$ cat src/rtl/eth_tx_scheduler.sv
`default_nettype none
// ============================================================================
// Module   : eth_tx_scheduler
// Brief    : Two-source round-robin frame scheduler that buffers one UDP payload
//            and hands it to a nibble-clock Ethernet transmitter.
// Revision : 1.0 - initial release
// ============================================================================
module eth_tx_scheduler #(
    parameter int PAYLOAD_BYTES  = 18,
    parameter int IFG_CYCLES     = 24,
    parameter int TIMEOUT_CYCLES = 4095
) (
    input  logic        clk,
    input  logic        reset,
    input  logic        en,
    input  logic [1:0]  src_req,
    input  logic [1:0]  src_valid,
    input  logic [7:0]  src_data0,
    input  logic [7:0]  src_data1,
    output logic [1:0]  src_ready,
    output logic [1:0]  src_done,
    output logic [1:0]  grant,
    output logic        tx_start,
    input  logic        tx_done,
    output logic        tx_abort,
    input  logic [4:0]  tx_rd_addr,
    output logic [7:0]  tx_rd_data,
    output logic        busy,
    output logic        err_timeout,
    output logic [15:0] frames_sent
);

    typedef enum logic [2:0] {
        S_IDLE      = 3'd0,
        S_LOAD      = 3'd1,
        S_START     = 3'd2,
        S_WAIT_DONE = 3'd3,
        S_IFG       = 3'd4
    } state_t;

    localparam logic [4:0]  NUM_BYTES    = 5'(PAYLOAD_BYTES);
    localparam logic [4:0]  LAST_BYTE    = 5'(PAYLOAD_BYTES - 1);
    localparam logic [11:0] TIMEOUT_LAST = 12'(TIMEOUT_CYCLES - 1);
    localparam logic [7:0]  IFG_LAST     = 8'(IFG_CYCLES - 1);

    state_t      r_state;
    logic [4:0]  r_wr_ptr;
    logic [11:0] r_to_cnt;
    logic [7:0]  r_ifg_cnt;
    logic        r_last_src;
    logic [7:0]  r_buf [0:31];

    logic       w_sel;
    logic       w_pick;
    logic [7:0] w_byte;
    logic       w_accept;

    assign w_sel    = grant[1];
    // Alternate only on contention; a lone requester always wins.
    assign w_pick   = (src_req == 2'b11) ? ~r_last_src : src_req[1];
    assign w_byte   = w_sel ? src_data1 : src_data0;
    assign w_accept = (r_state == S_LOAD) && src_req[w_sel]
                      && src_valid[w_sel] && src_ready[w_sel];
    assign busy     = (r_state != S_IDLE);

    always_ff @(posedge clk) begin
        if (w_accept) begin
            r_buf[r_wr_ptr] <= w_byte;
        end
    end

    always_ff @(posedge clk or posedge reset) begin
        if (reset) begin
            r_state     <= S_IDLE;
            r_wr_ptr    <= 5'd0;
            r_to_cnt    <= 12'd0;
            r_ifg_cnt   <= 8'd0;
            r_last_src  <= 1'b1;
            grant       <= 2'b00;
            src_ready   <= 2'b00;
            src_done    <= 2'b00;
            tx_start    <= 1'b0;
            tx_abort    <= 1'b0;
            tx_rd_data  <= 8'h00;
            err_timeout <= 1'b0;
            frames_sent <= 16'd0;
        end else begin
            src_done   <= 2'b00;
            tx_start   <= 1'b0;
            tx_abort   <= 1'b0;
            tx_rd_data <= (tx_rd_addr < NUM_BYTES) ? r_buf[tx_rd_addr] : 8'h00;

            case (r_state)
                S_IDLE: begin
                    if (en && (src_req != 2'b00)) begin
                        grant      <= {w_pick, ~w_pick};
                        src_ready  <= {w_pick, ~w_pick};
                        r_last_src <= w_pick;
                        r_wr_ptr   <= 5'd0;
                        r_state    <= S_LOAD;
                    end
                end
                S_LOAD: begin
                    if (!src_req[w_sel]) begin
                        grant     <= 2'b00;
                        src_ready <= 2'b00;
                        r_state   <= S_IDLE;
                    end else if (w_accept) begin
                        r_wr_ptr <= r_wr_ptr + 5'd1;
                        if (r_wr_ptr == LAST_BYTE) begin
                            src_ready <= 2'b00;
                            tx_start  <= 1'b1;
                            r_state   <= S_START;
                        end
                    end
                end
                S_START: begin
                    r_to_cnt <= 12'd0;
                    r_state  <= S_WAIT_DONE;
                end
                S_WAIT_DONE: begin
                    // A completion arriving on the timeout cycle still counts as sent.
                    if (tx_done) begin
                        src_done    <= grant;
                        frames_sent <= frames_sent + 16'd1;
                        r_ifg_cnt   <= 8'd0;
                        r_state     <= S_IFG;
                    end else if (r_to_cnt == TIMEOUT_LAST) begin
                        tx_abort    <= 1'b1;
                        src_done    <= grant;
                        err_timeout <= 1'b1;
                        r_ifg_cnt   <= 8'd0;
                        r_state     <= S_IFG;
                    end else begin
                        r_to_cnt <= r_to_cnt + 12'd1;
                    end
                end
                S_IFG: begin
                    if (r_ifg_cnt == IFG_LAST) begin
                        grant   <= 2'b00;
                        r_state <= S_IDLE;
                    end else begin
                        r_ifg_cnt <= r_ifg_cnt + 8'd1;
                    end
                end
                default: begin
                    r_state <= S_IDLE;
                end
            endcase
        end
    end

endmodule
`default_nettype wire

$ cat config.mk
export PLATFORM = sky130hd
export DESIGN_NAME = eth_tx_scheduler
export DESIGN_NICKNAME = d
export VERILOG_FILES = /design/src/rtl/eth_tx_scheduler.sv
export SDC_FILE = /design/constraint.sdc
export NUM_CORES = 1
export LEC_CHECK = 0
export CAP_MARGIN = 40
export CORE_ASPECT_RATIO = 1.4
export CORE_MARGIN = 5
export CORE_UTILIZATION = 55
export CTS_CLUSTER_DIAMETER = 40
export DETAILED_ROUTE_END_ITERATION = 6
export DONT_BUFFER_PORTS = 1
export PLACE_DENSITY_LB_ADDON = 0.3
export SLEW_MARGIN = 15
export SYNTH_ARGS = -nofsm -noshare
export SYNTH_HDL_FRONTEND = slang
export SYNTH_SLANG_ARGS = --single-unit
export TNS_END_PERCENT = 50
$ cat constraint.sdc
create_clock -name clk -period 2.7 [get_ports clk]
set_input_delay 0.405 -clock clk [delete_from_list [all_inputs] [get_ports clk]]
set_output_delay 0.405 -clock clk [all_outputs]
set_load 0.03 [all_outputs]
; Word level (Yosys, flattened, before mapping)
; Memories as Yosys holds them, arrays and structs flattened.
; Index checks and enable logic that the tools add are counted.
[word_totals]
memories = 1
ram_bits = 256
inputBits = 29
ff_bits = 62
elab_cells = 110
out_inout_bits = 34
[memory_table]
columns = name, words, width, read_ports, rd_clocked_by_memory_dff, write_ports, line
row1 = r_buf, 32, 8, 1, 0, 1, 51  ; logic [7:0] r_buf [0:31];
[classes]
eq_ne = 19
n_lt_le_gt_ge = 2
mux = 48
n_reduce_logical = 20
add_sub_neg = 4
bitwise = 3
[op_table]
columns = op, count
row1 = two-way mux 8 bit, 5
row2 = two-way mux 12 bit, 2
row3 = one-hot mux 12 bit (2 select lines), 1
row4 = two-way mux 3 bit, 7
row5 = two-way mux 2 bit, 9
row6 = "adder 16 x 1 -> 16 bit, second input constant", 1
row7 = two-way mux 1 bit, 16
row8 = one-hot mux 8 bit (2 select lines), 1
row9 = two-way mux 5 bit, 3
row10 = one-hot mux 3 bit (5 select lines), 1
row11 = "inequality test 2 bit, second input constant", 7
row12 = "adder 12 x 1 -> 12 bit, second input constant", 1
row13 = "equality test 12 bit, second input constant", 1
row14 = AND reduction 4 bit, 3
row15 = one-hot mux 5 bit (2 select lines), 1
row16 = AND reduction 3 bit, 3
row17 = "adder 8 x 1 -> 8 bit, second input constant", 1
row18 = "equality test 8 x 5 -> 1 bit, second input constant", 1
row19 = nonzero test 2 bit, 4
row20 = "equality test 3 x 2 -> 1 bit, second input constant", 2
row21 = "inequality test 3 bit, second input constant", 2
row22 = one-hot mux 2 bit (3 select lines), 1
row23 = nonzero test 3 bit, 2
row24 = "adder 5 x 1 -> 5 bit, second input constant", 1
row25 = 14 further kinds, 20

; Longest topological paths before layout
[logic_depth]
ltp_word = 8
mapped_depth = 8
ltp_nobuf = 7

; Worst setup path before layout
; OpenSTA, ideal clock, no wires.
[synth_timing]
kind = register to register
from = reg grant[1]
to = mem r_buf[13][0], enable pin
setup_ns = 0.370
stages_incl_launch_ff = 6
path_slack_ns = 0.761
t_required_ns = 2.330
arrival_time_ns = 1.568
path_buffers = 1
synth_period_minus_slack_ns = 1.939
cell_sequence = dfrtp_1 -> mux2_2 -> o211a_1 -> buf_4 -> nand2_1 -> nor2_1
[synth_between]
elab_chain_cells = 7
word_cells_on_any_way = 11
classes_between = mux: 8 / reduce/logical: 3
[synth_rtl]
columns = element, line
row1 = from (decl), 22  ; output logic [1:0] grant,
row2 = from (signal assigned), 96  ; grant <= {w_pick, ~w_pick};
row3 = two-way mux 1 bit (not written as such) (2 in series), 62  ; assign w_accept = (r_state == S_LOAD) && src_req[w_sel]
row4 = logical AND 1 bit, 62
row5 = logical AND 1 bit, 63  ; && src_valid[w_sel] && src_ready[w_sel];
row6 = logical AND 1 bit *, 63
row7 = two-way mux 1 bit *, 67  ; if (w_accept) begin
row8 = two-way mux 1 bit (not written as such) *, 68  ; r_buf[r_wr_ptr] <= w_byte;
row9 = to (decl), 51
; Every way passes the cells marked *; elsewhere a longest branch is shown, timed or not. The select of a mux whose other input is x is not followed.

; Worst setup path after layout
[layout_timing]
from = reg r_state[1]
to = mem r_buf[5][3], enable pin
[layout_between]
elab_chain_cells = 6
[layout_rtl]
columns = element, line
row1 = from (decl), 46  ; state_t r_state;
row2 = from (signal assigned), 74  ; r_state <= S_IDLE;
row3 = from (signal assigned), 100  ; r_state <= S_LOAD;
row4 = from (signal assigned), 107  ; r_state <= S_IDLE;
row5 = equality test 3 x 1 -> 1 bit, 62
row6 = logical AND 1 bit, 62
row7 = logical AND 1 bit (2 in series), 63
row8 = two-way mux 1 bit, 67
row9 = two-way mux 1 bit (not written as such), 68
; No other way between the ends.

==> flow_summary.ini <==
[status]
status = finished clean

[worst_setup_path]
criticalPathCategory = flip-flop to flip-flop
critPathMaxFanout = 14
cp.required_ps = 2840
ff2ff_path_depth = 4
crit_path_start_kind = flip-flop
cp-end-kind = flip-flop
arrival_ps = 2480

[power]
p_leak_nw = 3.77
peakVddDrop_mv = 0.730
pwr_density_cell_nw_per_um2 = 835

[synthesis]
synth_nets = 629
syn-instance-count = 592
ys_ff_latch = 217
syn_area_per_cell_sq_um = 15.4
ys_warn_count = 0
ys.flop_type = edfxtp_1
synthesis.area_sq_um = 9130
synthArstFlopShare_pct = 28.6
synth_cell_type_count = 60
synth_seq_area_share_pct = 68.0
synth_edf_count = 155

[floorplan]
die_area_sq_um = 19300
core_area_sq_um = 16200
num_io_pins = 63
start_util_pct = 56.2
die_w_um = 119
die_h_um = 162
rows = 55

[global_routing]
grt_max_degree = 63
antenna_found_initial = 0
grt_overflow_total = 0
grt_pass1_wl_um = 28600
first_global_vias = 5278
grt_usage_pct = 18.9

[finish]
n_antenna_cell = 0
fill_cells = 1151
layout_commonest_cell = edfxtp_1
layout_common_cells = edfxtp_1, dfrtp_1, nor2_1, nand2_1, mux4_2
drive_above_1_share_pct = 17.8
syn_to_final_growth_pct = 11.6
fin_util_pct = 62.7
layout.nets = 650

[sta]
setup_viol = 0
skew_ps = 13.2
worst_slew_pin_slew_ps = 717
slew_viol_final = 0
slew_headroom_pct = 51.8
timing.fmax_mhz = 428
hold_violations = 0
rsz0062_at_grt = false
fin_crit_sh_pct = 86.6
fin_tns_setup_ps = 0
fin_crit_ps = 2340

[cts]
htreeDepth = 1
cts_tree = done
cts_sinks = 217
clk_pin_slew_ps = 60
cts_buffers = 22
clock_latency_ps = 510
cts_setup_buffers = 0
cts.path.max_buffers = 3
cts_root_buf = clkbuf_16

[routing]
viasPerCell = 6.11
vias = 5060
wire_per_inst_um = 21.5
dr.pass1.iters = 4
drt_iter0_drc = 337
ant_nets = 0
post-route-drc-count = 0
drt_wl_total_um = 17800

[placed_design]
place.gp.congestion = 0.877
hpwl_um = 12000
portBuffers = 0

[hold_path]
hold_depth = 2
hp-class = input pin to flip-flop

[job]
maxCapViolCount = 0
## cell families after synthesis
logic type / count (synthesis) / share of synthesized area, %
muxes: 69 / 12.4
adders and majority gates: 8 / 1.10
AOI/OAI and AO/OA: 76 / 5.43
and+or+nand+nor: 161 / 8.90
xor gates and xnor gates: 21 / 2.02
buffers and inverters: 40 / 2.14
DFF: 217 / 68.0
## worst paths after layout
check / start / to / slack (ps)
worst max-delay path: r_state[1]$_DFFE_PP0P_ / r_buf[5][3]$_DFFE_PP_ / 360
worst min-delay path: tx_rd_addr[4] / tx_rd_data[1]$_DFF_PP0_ / 50
worst max register to register: r_state[1]$_DFFE_PP0P_ / r_buf[5][3]$_DFFE_PP_ / 360
worst min register to register: r_ifg_cnt[7]$_DFFE_PP0P_ / r_ifg_cnt[7]$_DFFE_PP0P_ / 510
max in group asynchronous: reset / r_last_src$_DFFE_PP1P_ / 1870
min in group asynchronous: reset / r_ifg_cnt[1]$_DFFE_PP0P_ / 290
## area by class of cell
cell class / count / area (sq um) / area share (%)
Multi-Input combinational cell: 335 / 2720 / 26.7
Sequential cell: 217 / 6210 / 60.9
Inverter: 14 / 52.6 / 0.516
Clock buffer: 28 / 593 / 5.82
Clock inverter: 12 / 161 / 1.58
Tap cell: 199 / 249 / 2.44
Timing Repair Buffer: 23 / 198 / 1.94
## routing by layer
metal  GRT usage [%]  up-vias  wire length, um
met5               0        -                0
met4            7.12        0              618
met3            3.65       37             1220
met2            33.1      182             9260
met1            23.4     2534             6710
li1                -     2307                -
## power by group
group / total (W) / internal (W) / switching (W)
Combinational: 0.00112 / 0.000395 / 0.000724
Clock: 0.00310 / 0.00186 / 0.00124
Sequential: 0.00428 / 0.00393 / 0.000357
## cell usage after synthesis (2+ instances only)
cell type,instances,area share [%]
or3_1,5,0.34
or3b_2,2,0.19
o2111a_1,2,0.25
nor4_1,2,0.14
or2_2,2,0.14
and4_1,3,0.29
o2bb2ai_1,2,0.19
a21oi_1,20,1.1
a32o_1,2,0.22
xnor2_1,12,1.2
buf_4,5,0.41
nand3_1,17,0.93
mux4_2,29,7.2
nor3_1,5,0.27
and3_1,10,0.69
nor2_1,57,2.3
nand2_1,33,1.4
edfxtp_1,155,51
mux2i_1,25,2.7
clkbuf_1,9,0.37
xor2_1,9,0.86
nand2b_1,3,0.21
dfrtp_1,61,17
mux2_2,11,1.4
inv_1,14,0.58
a31oi_1,2,0.14
ha_1,8,1.1
o21ai_0,19,1.0
mux4_1,4,1.2
a21o_1,4,0.33
buf_2,6,0.33
buf_1,4,0.16
o21ai_1,3,0.16
o22ai_1,11,0.75
nand4_1,11,0.75
## stage by stage
step / instances / power, W / setup WS, ps / cell area (sq um) / hold WS, ps
floorplan: 592 / 0.00515 / 755 / 9130 / 437
global placement: 785 / 0.00538 / 538 / 9380 / 466
detailed placement: 785 / 0.00546 / 386 / 9380 / 492
CTS: 826 / 0.00856 / 375 / 10100 / 31.9
global route: 828 / 0.00886 / 161 / 10200 / 42.6
finish: 828 / 0.00850 / 363 / 10200 / 50.1
## flip-flops by register name (all words and copies together), names as in the netlist
register     cells
r_buf          155
tx_abort         1
grant            2
tx_start         1
src_ready        2
r_wr_ptr         5
r_last_src       1
err_timeout      1
tx_rd_data       8
r_ifg_cnt        8
r_state          3
frames_sent     16
r_to_cnt        12
src_done         2
## critical path, stage by stage, from the launching register on
cell and delay, ps:
dfrtp_1 540, nor3b_2 350, o211a_1 330, nand2_1 210, nor2_1 540
## what timing repair did
item | CTS | global route
hold buffers | 1 | 1
endpoints found under the hold margin | 8 | 61
gates resized for setup | 0 | 0
Note: power is estimated with default switching activity, not from simulation.
